--- config.mk ---
export PLATFORM = sky130hd
export DESIGN_NAME = fetch_queue_unit
export DESIGN_NICKNAME = d
export VERILOG_FILES = /design/src/rtl/fetch_queue_unit.sv
export SDC_FILE = /design/constraint.sdc
export NUM_CORES = 1
export LEC_CHECK = 0
export CAP_MARGIN = 0
export CORE_UTILIZATION = 50
export DETAILED_ROUTE_END_ITERATION = 6
export GPL_TIMING_DRIVEN = 0
export PLACE_DENSITY = 0.76
export SLEW_MARGIN = 15
export SYNTH_ARGS = -nofsm -noshare
export SYNTH_HDL_FRONTEND = slang
export SYNTH_SLANG_ARGS = --single-unit
--- constraint.sdc ---
create_clock -name clk -period 2.45 [get_ports clk]
set_input_delay 0.3675 -clock clk [delete_from_list [all_inputs] [get_ports clk]]
set_output_delay 0.3675 -clock clk [all_outputs]
set_load 0.01 [all_outputs]
--- src/rtl/fetch_queue_unit.sv ---
// Instruction fetch stage: owns the PC, issues word fetches over req/gnt and
// buffers returned instructions with their PCs in a small prefetch queue for decode.
module fetch_queue_unit #(
   parameter int                    DATA_WIDTH   = 32,
   parameter int                    ADDR_WIDTH   = 32,
   parameter int                    DEPTH        = 4,
   parameter logic [ADDR_WIDTH-1:0] RESET_VECTOR = '0
) (
   input  logic                         clk,
   input  logic                         rst,
   output logic                         imem_req,
   output logic [ADDR_WIDTH-1:0]        imem_addr,
   input  logic                         imem_gnt,
   input  logic                         imem_rvalid,
   input  logic [DATA_WIDTH-1:0]        imem_rdata,
   input  logic                         redirect_valid,
   input  logic [ADDR_WIDTH-1:0]        redirect_pc,
   output logic                         inst_valid,
   input  logic                         inst_ready,
   output logic [DATA_WIDTH-1:0]        inst_data,
   output logic [ADDR_WIDTH-1:0]        inst_pc,
   output logic [$clog2(DEPTH+1)-1:0]   queue_count
);

   localparam int PW = $clog2(DEPTH);
   localparam int CW = $clog2(DEPTH+1);

   logic [ADDR_WIDTH-1:0] fetch_pc;
   logic [ADDR_WIDTH-1:0] tag_pc;
   logic                  inflight;
   logic [PW-1:0]         rd_ptr;
   logic [PW-1:0]         wr_ptr;
   logic [CW-1:0]         count;
   logic [CW:0]           occupancy;
   logic                  credit;
   logic                  grant;
   logic                  push;
   logic                  pop;

   logic [DATA_WIDTH-1:0] data_mem [DEPTH];
   logic [ADDR_WIDTH-1:0] pc_mem   [DEPTH];

   // Credit looks only at registered occupancy, so a same-cycle pop never frees a slot early.
   assign occupancy = {1'b0, count} + {{CW{1'b0}}, inflight};
   assign credit    = occupancy < (CW+1)'(DEPTH);

   assign imem_req  = rst & credit & ~redirect_valid;
   assign imem_addr = fetch_pc;
   assign grant     = imem_req & imem_gnt;
   assign push      = imem_rvalid & inflight & ~redirect_valid;

   assign inst_valid  = (count != '0);
   assign pop         = inst_valid & inst_ready;
   assign inst_data   = inst_valid ? data_mem[rd_ptr] : '0;
   assign inst_pc     = inst_valid ? pc_mem[rd_ptr]   : '0;
   assign queue_count = count;

   // NOTE: sequential state uses non-blocking assignments so every register
   // samples pre-edge values, independent of statement order.
   always_ff @(posedge clk or negedge rst) begin
      if (!rst) begin
         fetch_pc <= RESET_VECTOR;
         tag_pc   <= '0;
         inflight <= 1'b0;
         rd_ptr   <= '0;
         wr_ptr   <= '0;
         count    <= '0;
      end else if (redirect_valid) begin
         fetch_pc <= redirect_pc & ~(ADDR_WIDTH'(3));
         inflight <= 1'b0;
         rd_ptr   <= '0;
         wr_ptr   <= '0;
         count    <= '0;
      end else begin
         if (grant) begin
            fetch_pc <= fetch_pc + ADDR_WIDTH'(4);
            tag_pc   <= fetch_pc;
         end
         inflight <= grant;
         if (push) wr_ptr <= wr_ptr + PW'(1);
         if (pop)  rd_ptr <= rd_ptr + PW'(1);
         case ({push, pop})
            2'b10:   count <= count + CW'(1);
            2'b01:   count <= count - CW'(1);
            default: ;
         endcase
      end
   end

   // NOTE: queue storage is deliberately not reset; entries are only
   // observable through count, and the outputs are forced to zero when empty.
   always_ff @(posedge clk) begin
      if (push) begin
         data_mem[wr_ptr] <= imem_rdata;
         pc_mem[wr_ptr]   <= tag_pc;
      end
   end

endmodule
==> impl_results.md <==
- Nets@finish: 1112
- Final WS setup: -0.01317 ns
- CTS tree: built
- Std cell rows: 58
- 1st-iter DRT viols: 737
- Area Growth Syn to Fin: 29.70%
- Via Count: roughly 8000
- Share of Yosys cell area claimed by the top area cell type: 57.44%
- Fin area: 16810 um^2
- Worst rel slew slack: 52.72%
- I/O Buffers: ~160
- Pwr/cell area: between 900 and 1000 nW/um^2
- Design Power: about 16 mW
- DP Worst Slack: -0.6926 ns
- Max IR drop VDD: ~0.48 mV
- Seq/Total Area, Yosys: 70.57%
- Mapped cell area: approximately 13000 um^2
- Max clock buf depth: 3
- Hold_sp: redirect_pc[2]
- Outcome: complete, but fails checks
- H-tree level count: 2
- Post-route ant nets: 0
- Slew at the pin closest to its max-slew limit: 0.7028 ns
- Flop2flop setup slack: 0.09 ns
- Die Wd: 163.0 um
- Warnings from Yosys: 0
- Slowest stage cell, crit path: mux4_2
- Worst Reg-to-Reg Cells: 6
- GRT Overall Usage: 23.51%
- Worst skew pair latency: 0.51 ns
- Die ar.: about 27000 um^2
- Clock Pin Slew Worst Setup and Hold Paths: about 0.060 ns
- Largest net degree at the start of global routing: 44
- Placed inst area: around 15000 um^2
- Antenna violations before repair: 0
- # clock sinks: 316
- Die height: 163.0 um
- Non-filler cells, final: 1391
- Worst-path cell chain: buf_12 > buf_8 > buf_16 > mux4_2 > and2_4 > buf_6
- Synth area leader: edfxtp_1
- Core area: 25330 um^2
- Crit path DAT: 2.10 ns
- Synthesized flop and latch total: ~320
- Final GP Congestion: 0.9206
- Syn Inst Count: a little over 800
- # diodes: 0
- Wirelength per Cell: between 20 and 25 um
- Hold Crit Class: primary input to register
- RSZ-0062 raised after global routing: true
- CP startpoint kind: register
- Avg Inst Size Synth: approximately 16 um^2
- Remaining DRCs: 0
- Most frequent cell after synthesis: edfxtp_1
- Max Fanout on Critical Path: 6
- Max Slew Vio Count: 0
- Critical Path End Type: output port
- Origin of the critical flop-to-flop path: imem_addr[10]
- Fmax: 0.4060 GHz
- Post-synth EDFFs: 248
- Crit Path Class: register to output port
- IO Count: between 150 and 200
- Initial Utilization: 51.19%
- WP data required: 2.08 ns
- Tcrit/Tclk final: 100.5%
- Final HPWL from detailed placement: 18.50 mm
- Setup Skew: around 0.023 ns
- CTS Root Cell: clkbuf_16
- Leakage: 6.101 nW
- Setup_tns: -0.01598 ns
- Finish-stage setup viols: 2
- Storage element area: 9155 um^2
- Failing checks: setup timing
- Vias in the first global route: around 8000
- Crit-path max cell delay: 0.52 ns
- FF-to-FF End: imem_addr[23]
- Final Critical Period: 2.463 ns
- First-pass GRT wire length: 46.37 mm
- Cts bufs inserted: 34
- Final WL: 30.22 mm
- Hold path depth: 3
- Fin. Hold Viols: 0
- Drt pass-1 iters: 5
- Global route total overflow: 0
- # fillers: 1747
- Number of distinct library cells after synthesis: 56
- Async set-reset flop share out of synthesis: 21.52%
- Drt via density: 5.737
- Share of layout cells above drive strength 1: roughly 27%
- Area contributors post-synth: edfxtp_1 (57%), dfrtp_1 (13%), mux4_2 (11%)
- Max-cap viol count: 0
- Ys flop type: edfxtp_1
- WHS Endpoint: imem_addr[2]
- Multi-input gate area: 3714 um^2
- Placed Cells: around 1300
- Post-synth top cells: edfxtp_1 (248), nand2_1 (113), and2_1 (72)
layout by cell type (no fill, tap or decap), types with 25 or more instances in the layout:
cell type / count
and2_1: 35
and2_4: 37
buf_2: 29
buf_6: 34
clkbuf_16: 40
clkdlybuf4s50_1: 98
dfrtp_1: 63
edfxtp_1: 248
mux4_2: 62
nand2_1: 113
nand3_1: 25
state kept, by name (all words and copies together) (netlist names):
signal and count:
data_mem 128, pc_mem 120, imem_addr 30, tag_pc 30, queue_count 3, rd_ptr 2, wr_ptr 2, inflight 1
critical path: cells and delay by family, from the launching register on:
family        cells  cell delay [ns]
flops             1             0.40
simple gates      1             0.16
buf+inv           4             0.50
mux               1             0.52
cell type report:
cell class	instances	area share, %
inverter	7	0.1563
clock buffer	47	5.975
timing repair buffer	195	12.08
clock inverter	14	0.4985
multi-input combinational	434	22.08
sequential	316	54.45
buffer	48	2.307
tap	330	2.456
worst max-delay path by stage:
stage / start / end / slack (ns) / cells after the start
global route: rd_ptr[0] / inst_pc[5] / -0.06 / 6
detailed placement: rst / imem_addr[24] / -0.69 / 8
finish: rd_ptr[0] / inst_pc[10] / -0.01 / 6
global placement: rst / imem_addr[24] / -2.94 / 7
CTS: rd_ptr[0] / inst_pc[22] / -0.04 / 6
floorplan: imem_addr[4] / imem_addr[24] / 0.36 / 6
power by group:
part	leakage (nW)	internal (mW)	total, mW	switching [mW]
clock	0.534	2.89	4.92	2.03
combinational	2.48	2.78	4.78	2.00
sequential	3.09	6.28	6.72	0.442
total	6.10	11.9	16.4	4.48
metal layers:
layer | share of wire [%] | global-route usage, %
met3 | 7.6 | 4.190
met2 | 49 | 38.22
met5 | 0 | 0
met4 | 2.6 | 7.859
met1 | 41 | 32.26
kinds of logic after synthesis:
logic type	Yosys count	share of synthesized area, %
flops	316	70.57
simple gates	289	11.79
mux	66	11.09
buf+inv	59	1.911
compound gates	58	3.301
xor+xnor	10	0.6755
fa+ha+maj	6	0.6369
other cells	1	0.02892
per-stage QoR:
step	hold slack, ns	util (%)
5_1_grt	0.4584	66.39
2_1_floorplan	0.07191	-
4_1_cts	0.4127	66.19
3_3_place_gp	0.4960	59.37
6_report	0.4170	66.39
3_5_place_dp	0.3260	59.83
repair_timing:
action / 4_1_cts / 5_1_grt
hold endpoints to repair: 28 / 0
pin swaps: 22 / 18
setup buffers: 15 / 1
hold buffers: 5 / 0
gates resized for setup: 362 / 51
gates cloned: 10 / 0
endpoints found under the setup margin: 75 / 69
Note: power is estimated with default switching activity, not from simulation.
